**src/rtl/btn_debouncer.sv**
```systemverilog
// -----------------------------------------------------------------------------
// btn_debouncer
//   Debounces one raw mechanical push-button and emits a single-clock
//   increment pulse for every debounced press (0->1 of the debounced level).
//   The raw level is first synchronised with two flops. It is then sampled
//   once every DIV clocks into an N-bit history. The debounced level changes
//   only when all N samples in the history agree, so contact chatter is
//   rejected.
//
// Parameters
//   DIV  clocks per sample tick (>= 2)
//   N    consecutive agreeing samples needed to change the level (>= 2)
//
// Ports
//   clk        in   system clock, all state updates on the rising edge
//   rst        in   asynchronous, active-low reset
//   btn_raw    in   raw asynchronous button level, 1 = pressed
//   inc_pulse  out  registered pulse, high for one clk per debounced press
// -----------------------------------------------------------------------------
module btn_debouncer #(
    parameter int DIV = 8,
    parameter int N   = 3
) (
    input  logic clk,
    input  logic rst,
    input  logic btn_raw,
    output logic inc_pulse
);

    localparam int             CW        = (DIV > 2) ? $clog2(DIV) : 1;
    localparam logic [CW-1:0]  TICK_LAST = CW'(DIV - 1);

    logic          sync_q1;
    logic          btn_s;
    logic [CW-1:0] tick_cnt;
    logic          tick;
    logic [N-1:0]  hist;
    logic [N-1:0]  hist_next;
    logic          all_ones;
    logic          all_zeros;
    logic          debounced;
    logic          debounced_q;

    // The level decision looks at the history as it will be after this
    // tick's shift. Doing so lets the Nth agreeing sample take effect on the
    // same edge, instead of one tick later.
    always_comb begin
        tick      = (tick_cnt == TICK_LAST);
        hist_next = {hist[N-2:0], btn_s};
        all_ones  = &hist_next;
        all_zeros = ~|hist_next;
    end

    // Two-flop synchroniser for the asynchronous pin.
    always_ff @(posedge clk or negedge rst) begin
        if (!rst) begin
            sync_q1 <= 1'b0;
            btn_s   <= 1'b0;
        end else begin
            sync_q1 <= btn_raw;
            btn_s   <= sync_q1;
        end
    end

    // Free-running sample divider. The tick is high during the cycle in which
    // the counter holds DIV-1, so the first sample lands DIV clocks after
    // reset is released.
    always_ff @(posedge clk or negedge rst) begin
        if (!rst) begin
            tick_cnt <= '0;
        end else if (tick) begin
            tick_cnt <= '0;
        end else begin
            tick_cnt <= tick_cnt + CW'(1);
        end
    end

    // Sample history (newest sample in bit 0) and the debounced level.
    always_ff @(posedge clk or negedge rst) begin
        if (!rst) begin
            hist      <= '0;
            debounced <= 1'b0;
        end else if (tick) begin
            hist <= hist_next;
            if (all_ones && !debounced) begin
                debounced <= 1'b1;
            end else if (all_zeros && debounced) begin
                debounced <= 1'b0;
            end
        end
    end

    // The pulse is the registered rising edge of the debounced level. It
    // appears one clock after the level rises and lasts exactly one clock.
    // A release (1->0) produces no pulse.
    always_ff @(posedge clk or negedge rst) begin
        if (!rst) begin
            debounced_q <= 1'b0;
            inc_pulse   <= 1'b0;
        end else begin
            debounced_q <= debounced;
            inc_pulse   <= debounced & ~debounced_q;
        end
    end

endmodule

```
**config.mk**
```make
export PLATFORM = sky130hd
export DESIGN_NAME = btn_debouncer
export DESIGN_NICKNAME = d
export VERILOG_FILES = /design/src/rtl/btn_debouncer.sv
export SDC_FILE = /design/constraint.sdc
export NUM_CORES = 1
export LEC_CHECK = 0
export ABC_AREA = 1
export CORE_AREA = 2 2 39 41
export CTS_CLUSTER_DIAMETER = 150
export DETAILED_ROUTE_END_ITERATION = 12
export DIE_AREA = 0 0 41 43
export RECOVER_POWER = 50
export SKIP_CTS_REPAIR_TIMING = 1
export SLEW_MARGIN = 10
export SYNTH_ARGS = -nofsm -noshare
export SYNTH_HDL_FRONTEND = slang
export SYNTH_SLANG_ARGS = --single-unit
export TNS_END_PERCENT = 30
```
**constraint.sdc**
```tcl
create_clock -name clk -period 2.5 [get_ports clk]
set_input_delay 0.25 -clock clk [delete_from_list [all_inputs] [get_ports clk]]
set_output_delay 0.25 -clock clk [all_outputs]
set_load 0.005 [all_outputs]
```
==> summary.md <==
| Metric | Value |
|---|---|
| Crit path from | `inc_pulse` |
| GRT Total Usage | `7.95%` |
| Clock buffer depth | `2` |
| Total grt overflow | `0` |
| Buf/Inv on CP | `1` |
| Synth Warn # | `0` |
| Top-count cell post-synth | `dfrtp_1` |
| Max-slew headroom | `68.5%` |
| Initial Utilization | `24.2%` |
| DR WL met2 | `218 microns` |
| Slowest cell on crit path | `clkdlybuf4s50_1` |
| Vias in the first global route | `181` |
| Chip width | `41 microns` |
| Row cnt | `14` |
| Met3 Wirelength | `52 microns` |
| Input/output buffers | `3` |
| Syn_nets | `31` |
| Synth Register Bits | `10` |
| CP Class | `flop to primary output` |
| Worst path arrival time | `1080 ps` |
| Setup crit end kind | `primary output` |
| RSZ-0062 raised after global routing | `false` |
| DPL Wire Length | `318 microns` |
| DRT Pass-1 Iters | `2` |
| Via density | `3.94` |
| Clock transition at path regs | `70 ps` |
| Share of cells above drive strength 1 | `12.1%` |
| DRT Wirelength | `490 microns` |
| Worst hold slack | `348 ps` |
| Layout Nets | `39` |
| Worst setup SP type | `flop` |
| CP endpoint | `inc_pulse` |
| Area of the mapped netlist | `335 sq um` |
| R2R Path End | `debounced` |
| First-pass GRT wire length | `793 microns` |
| # DRC | `0` |
| Leakage | `0.206 nW` |
| Initial antenna violation count | `0` |
| Routed via count | `193` |
| Wire per inst | `10.0 microns` |
| Yosys cell types | `9` |
| Power Density | `766 mW/mm^2` |
| Final Max Tran Viols | `0` |
| Setup TNS | `0 ps` |
| Die area | `0.00176 sq mm` |
| Register area share after synthesis | `74.6%` |
| Top cells by count, synth | `dfrtp_1, nand2_1, nor2_1, ha_1, inv_1` |
| Reg2Reg Launch Point | `tick_cnt[0]` |
| RePlAce Congestion | `0.648` |
| Finished Core Util | `30.5%` |
| Pin count of the biggest net entering global routing | `11` |
| Cell count after synthesis | `26` |
| Asr flop ratio synth | `100%` |
| Post-Place Cell Area | `385 sq um` |
| Synth-to-Final Area Change | `25.7%` |
| Maximum VDD drop | `306 uV` |
| Reg2reg path depth | `6` |
| Post-route ant nets | `0` |
| Critical path depth in cells | `1` |
| Fmax | `752 MHz` |
| # clock sinks | `10` |
| CP peak stage delay | `490 ps` |
| Worst skew pair latency | `270 ps` |
| Area share of the largest cell type after synthesis | `74.6%` |
| Worst slew pin tran | `471 ps` |
| Core area | `0.00138 sq mm` |
| Clk_skew | `6.55 ps` |
| Top-Level Pins | `4` |
| Wire length on met1 | `209 microns` |
| Root Driver | `clkbuf_4` |
| Maxcap violations | `0` |
| CP cell instances | `clkdlybuf4s50_1` |
| Num CTS Buffers | `3` |
| Fin area | `422 sq um` |
| Number of diodes | `0` |
| Post-synth EDFFs | `0` |
| Filler instances | `144` |
| Run status | `finished clean` |
| Top layer in use | `met4` |
| Final Hold Fails | `0` |
| Synth area leader | `dfrtp_1` |
| CP required | `2250 ps` |
| Most used flip-flop cell after synthesis | `dfrtp_1` |
| CP max FO | `1` |
| Largest delay contributor family on the critical path | `buffers and inverters` |
| R2r setup slk | `1320 ps` |
| Avg Cell Area, Syn | `12.9 sq um` |
| Overall Power | `0.000323 W` |
| Synth area leaders | `dfrtp_1, ha_1, nand2_1` |
| CTS H-Tree Depth | `1` |
| Final setup violation count | `0` |
| 1st-iter DRT viols | `2` |
| Worst hold path class | `flop to flop` |
| Ratio of final minimum period to clock period | `53.2%` |
| Die Y | `43 microns` |
| CTS tree | `done` |
| Min cycle time layout | `1330 ps` |
[sequential cells by signal (all words and copies together), names as in the netlist]
signal	cells
debounced_q	1
tick_cnt	3
sync_q1	1
inc_pulse	1
hist	2
debounced	1
btn_s	1
[report_power, final]
part / leakage (nW) / internal (W) / switching (W) / total (W)
registers: 0.117 / 0.000166 / 0.00000207 / 0.000168
clock network: 0.0210 / 0.0000885 / 0.0000572 / 0.000146
logic: 0.0682 / 0.00000384 / 0.00000540 / 0.00000924
[metrics by stage]
step / instances / worst slack [ps]
final: 49 / 1170
after global routing: 49 / 1090
after CTS: 49 / 1150
after detailed placement: 45 / 1310
after global placement: 45 / 1340
after floorplan: 26 / 1390
[cell type report]
class / instances / area [sq um] / area share, %
clock buffer: 4 / 36.3 / 8.61
inverter: 2 / 7.51 / 1.78
multi-input combinational: 14 / 77.6 / 18.4
sequential: 10 / 250 / 59.3
tap: 16 / 20.0 / 4.75
timing repair buffer: 3 / 30.0 / 7.12
[worst min path at each step]
stage | startpoint | cells after the start | end | slack (ps)
floorplan | rst | 0 | btn_s | -50
global placement | sync_q1 | 0 | btn_s | 330
detailed placement | sync_q1 | 0 | btn_s | 340
CTS | rst | 1 | inc_pulse | 300
global route | sync_q1 | 0 | btn_s | 360
finish | sync_q1 | 0 | btn_s | 350
[metal layers]
layer  vias up  global-route usage (%)
met3         2                    9.42
met1        87                    10.1
met4         0                    4.00
li1         97                       -
met2         7                    7.50
met5         -                       0
[cell usage in the layout, fill, tap and decap left out]
cell type        count
nand3_1              1
nand2_1              5
nand3b_1             1
clkbuf_4             3
nor2_1               3
o21ai_0              1
dfrtp_1             10
clkdlybuf4s50_1      1
ha_1                 2
clkbuf_8             1
inv_1                2
dlygate4sd3_1        2
a21oi_1              1
[cells by family after synthesis]
| logic type | share of synthesized area [%] |
|---|---|
| compound gates | 2.98 |
| fa+ha+maj | 7.46 |
| buf+inv | 2.24 |
| flops | 74.6 |
| simple gates | 12.7 |
(Power assumes the default switching activity.)
==> patch 1 (config.mk and constraints unchanged) <==
Register the output `inc_pulse` once more, cleared by the reset; this adds one clock of latency there. Comments in the files are not updated.
--- a/src/rtl/btn_debouncer.sv
+++ b/src/rtl/btn_debouncer.sv
@@ -29,6 +29,8 @@
 
     localparam int             CW        = (DIV > 2) ? $clog2(DIV) : 1;
     localparam logic [CW-1:0]  TICK_LAST = CW'(DIV - 1);
+
+    logic inc_pulse_s0;
 
     logic          sync_q1;
     logic          btn_s;
@@ -96,10 +98,18 @@
     always_ff @(posedge clk or negedge rst) begin
         if (!rst) begin
             debounced_q <= 1'b0;
-            inc_pulse   <= 1'b0;
+            inc_pulse_s0 <= 1'b0;
         end else begin
             debounced_q <= debounced;
-            inc_pulse   <= debounced & ~debounced_q;
+            inc_pulse_s0 <= debounced & ~debounced_q;
+        end
+    end
+
+    always_ff @(posedge clk or negedge rst) begin
+        if (!rst) begin
+            inc_pulse <= '0;
+        end else begin
+            inc_pulse <= inc_pulse_s0;
         end
     end
 
Behaviour: same outputs for any inputs over 10 cycles, from zero or initial values and one cycle with rst low; that may be too few to reach the edited logic, so the function may still have changed.
==> patch 1 against the unedited design <==
Worst setup slack improved by 8.1 ps. Routed wire length fell by 7.6%. Clock skew fell by 4.8 ps. Design area rose by 3.6%. Area after synthesis rose by 7.5%. Power fell by 5.0%. Sequential power rose by 10%. Clock power fell by 23%. Sequential cell count rose by 1. Largest cell class unchanged. Highest routed layer is now met3.
==> patch 1: results <==
[layout]
nets = 40
num_antenna_cells = 0
final.fill_count = 144
drive_above_1_share = 0.08824
top_regs = "tick_cnt (3), hist (2)"

[placed_design]
dp.cells = 46
gp_congestion = 0.6458
port_buffers = 3

[timing]
skew_ps = 1.755
tightest_slew_ps = 480.1

[global_routing]
grt_use_total = 0.07992
grt_pass1_vias = 219
grt_pass1_wl_um = 869
grt_max_degree = 12

[synthesis]
syn_avg_cell_area_sq_um = 13.35
synth_top_cells_by_count = "dfrtp_1, nand2_1, nor2_1, ha_1, inv_1"
syn_nets = 32
ys_warn_count = 0
synthTopCellsByArea = "dfrtp_1, ha_1, nand2_1"
synth_seq_area_share = 0.7639

[power_and_ir_drop]
p_sw_frac = 0.1930
leakage_nw = 0.2143
max-vdd-ir-drop_mv = 0.2227

[route]
drt_first_iter_violations = 0
routed_wl_um = 453
num_vias = 205
wire_per_inst_um = 9.060
first_pass_iters = 1

[critical_path]
crit_family = "buffers and inverters"

[cts]
max-clock-path-buffers = 2
clk_pin_slew_ps = 60

[status]
status = "completed"
## patch 1: cell count changes after synthesis
cell     delta
dfrtp_1     +1
## patch 1: stage by stage
stage	setup WS (ps)	cell area, sq um	util	hold slack (ps)
global route	1120	436.7	0.3156	370.9
detailed placement	1320	410.4	0.2966	339.7
CTS	1157	436.7	0.3156	335.7
finish	1178	436.7	0.3156	351.4
global placement	1354	410.4	0.2966	336.0
floorplan	1387	360.3	-	-45.59
## patch 1: power by group through the flow
| stage | registers (mW) | clock network [mW] | logic, mW |
|---|---|---|---|
| floorplan | 0.187 | 0 | 0.00326 |
| global placement | 0.188 | 0 | 0.00977 |
| detailed placement | 0.188 | 0 | 0.0103 |
| CTS | 0.185 | 0.119 | 0.0104 |
| global route | 0.185 | 0.128 | 0.0112 |
| finish | 0.185 | 0.113 | 0.00922 |
## patch 1: cell type report
type                       instances  share of cell area
timing repair buffer               3             0.06877
clock buffer                       4             0.06017
multi-input combinational         14              0.1777
inverter                           2             0.01719
sequential                        11              0.6304
tap                               16             0.04585
## patch 1: cells by family (layout without fill, tap and decap cells)
| group | Yosys count | after routing | share of synthesized area |
|---|---|---|---|
| AO/OA/AOI/OAI | 2 | 2 | 0.02775 |
| buffers and inverters | 2 | 9 | 0.02084 |
| flip-flops | 11 | 11 | 0.7639 |
| AND/OR/NAND/NOR | 10 | 10 | 0.1181 |
| adder cells (fa/ha/maj) | 2 | 2 | 0.06943 |
## patch 1: worst register-to-register path: stages (launching register included)
cell	delay [ps]
dfrtp_1	390
ha_1	200
ha_1	240
nand3_1	110
nand2_1	50
nand2_1	50
nand2_1	40
## patch 1: per-layer routing
metal | track usage | wire length, um | vias to the layer above
met5 | 0 | 0 | -
met1 | 0.09278 | 183 | 101
met2 | 0.1031 | 239 | 4
li1 | - | - | 100
met4 | 0.06000 | 0 | 0
met3 | 0.04712 | 29 | 0
## patch 1: final timing paths
| check | start | to | slack [ps] | depth (start not counted) |
|---|---|---|---|---|
| worst max-delay path | inc_pulse$_DFF_PN0_ | inc_pulse | 1180 | 1 |
| worst min-delay path | inc_pulse_s0$_DFF_PN0_ | inc_pulse$_DFF_PN0_ | 350 | 0 |
| worst max register to register | tick_cnt[0]$_DFF_PN0_ | debounced$_DFFE_PN0P_ | 1320 | 6 |
| worst min register to register | inc_pulse_s0$_DFF_PN0_ | inc_pulse$_DFF_PN0_ | 350 | 0 |
| max in group asynchronous | rst | sync_q1$_DFF_PN0_ | 1790 | 1 |
| min in group asynchronous | rst | tick_cnt[0]$_DFF_PN0_ | 390 | 1 |
==> patch 2 (same settings) <==
Made on the original files. `DIV`: 8 -> 16.
--- a/src/rtl/btn_debouncer.sv
+++ b/src/rtl/btn_debouncer.sv
@@ -18,7 +18,7 @@
 //   inc_pulse  out  registered pulse, high for one clk per debounced press
 // -----------------------------------------------------------------------------
 module btn_debouncer #(
-    parameter int DIV = 8,
+    parameter int DIV = 16,
     parameter int N   = 3
 ) (
     input  logic clk,
Behaviour: same outputs for any inputs over 10 cycles, from zero or initial values and one cycle with rst low; that may be too few to reach the edited logic, so the function may still have changed.
==> patch 2 against the unedited design <==
Power decreased by 2.0%. Highest routed layer unchanged. Design area rose by 16%. Combinational power rose by 31%. Largest power group unchanged. Global-route usage rose by 0.94 points. Sequential cell count up 1. Register-to-register slack improved by 100 ps. Area after synthesis increased by 24%. Worst setup slack better by 8.0 ps. Routed wire length increased by 7.6%. Non-clock buffer count unchanged.
==> patch 2: results <==
[status]
status = "completed"

[synthesis]
synth_cell_types = 12
ys_warn_count = 0
async_reset_ff_frac = 1.000
synth_fa_ha_area_frac = 0.03021
synth-xor-area-share = 0.02115
synth_seq_area_share = 0.6647
syn_nets = 41
syn_avg_cell_area_sq_um = 11.19
synth_ff_type = "dfrtp_1"
synthTopCellsByArea = "dfrtp_1, nand2_1, inv_1"
synth_compound_area_frac = 0.05438
synth_top_cells_by_count = "dfrtp_1, nand2_1, inv_1, o21ai_0"
muxShareOfSynthArea = 0

[layout]
top_regs = "tick_cnt (4), hist (2)"
drive_above_1_share = 0.1136
nets = 49
postLayoutCellArea_sq_um = 490.5
final.fill_count = 144
num_antenna_cells = 0

[cts]
clk_latency_ps = 260
numCtsBuffers = 3
htreeDepth = 1
clock-root-buffer = "clkbuf_4"
max-clock-path-buffers = 2

[critical_path]
arrival_ps = 1070
critPathMaxStageDelay_ps = 490
cp_max_fo = 1
r2r_slack_ps = 1420
slowest_stage = "clkdlybuf4s50_1"
crit_family = "buffers and inverters"

[global_routing]
grt_max_degree = 12
grt_pass1_vias = 249
grt_use_total = 0.08887
grt_pass1_wl_um = 966
antenna_found_initial = 0

[timing]
max-slew-margin-rel = 0.6634
final_max_slew_viol_count = 0
worst_hold_slack_ps = 347.7
setup_viol = 0
setup-tns-final_ps = 0
skew_ps = 0.7775
max_freq_mhz = 756.5

[worst_hold_path]
hold_path.class = "flip-flop to flip-flop"

[placed_design]
port_buffers = 3
dp.cells = 56
gp_congestion = 0.6495
placed_area_sq_um = 464.2
dp_hpwl_um = 378.1

[route]
viasPerCell = 4.117
first_pass_iters = 5
drt_first_iter_violations = 4
wire_per_inst_um = 8.783
routed_wl_um = 527

[power_and_ir_drop]
leakage_nw = 0.2516
max-vdd-ir-drop_mv = 0.2347

[run]
cap_viol_max_count = 0
==> patch 2: area by class of cell <==
| type | instances | share of cell area |
|---|---|---|
| Multi-Input combinational cell | 20 | 0.2372 |
| Tap cell | 16 | 0.04082 |
| Clock buffer | 4 | 0.05357 |
| Sequential cell | 11 | 0.5612 |
| Inverter | 6 | 0.04592 |
| Timing Repair Buffer | 3 | 0.06122 |
==> patch 2: worst paths after layout <==
path | startpoint | endpoint | cells past startpoint
worst max-delay path | inc_pulse$_DFF_PN0_ | inc_pulse | 1
worst min-delay path | sync_q1$_DFF_PN0_ | btn_s$_DFF_PN0_ | 0
worst max register to register | tick_cnt[0]$_DFF_PN0_ | debounced$_DFFE_PN0P_ | 4
worst min register to register | sync_q1$_DFF_PN0_ | btn_s$_DFF_PN0_ | 0
max in group asynchronous | rst | tick_cnt[1]$_DFF_PN0_ | 1
min in group asynchronous | rst | inc_pulse$_DFF_PN0_ | 1
==> patch 2: cell families after synthesis <==
family                   Yosys count
flip-flops                        11
adder cells (fa/ha/maj)            1
XOR/XNOR                           1
AND/OR/NAND/NOR                   14
buffers and inverters              6
AO/OA/AOI/OAI                      4
==> patch 2: layer usage <==
metal | GRT usage | vias up | part of all wire
li1 | - | 128 | -
met1 | 0.1156 | 112 | 0.49
met2 | 0.1000 | 5 | 0.43
met3 | 0.03141 | 2 | 0.044
met4 | 0.1000 | 0 | 0.034
met5 | 0 | - | 0
==> patch 2: power breakdown <==
part	internal (mW)	leakage, nW	switching, mW
registers	0.183	0.139	0.00227
clock network	0.0617	0.0150	0.0575
logic	0.00534	0.0978	0.00675
total	0.250	0.252	0.0665
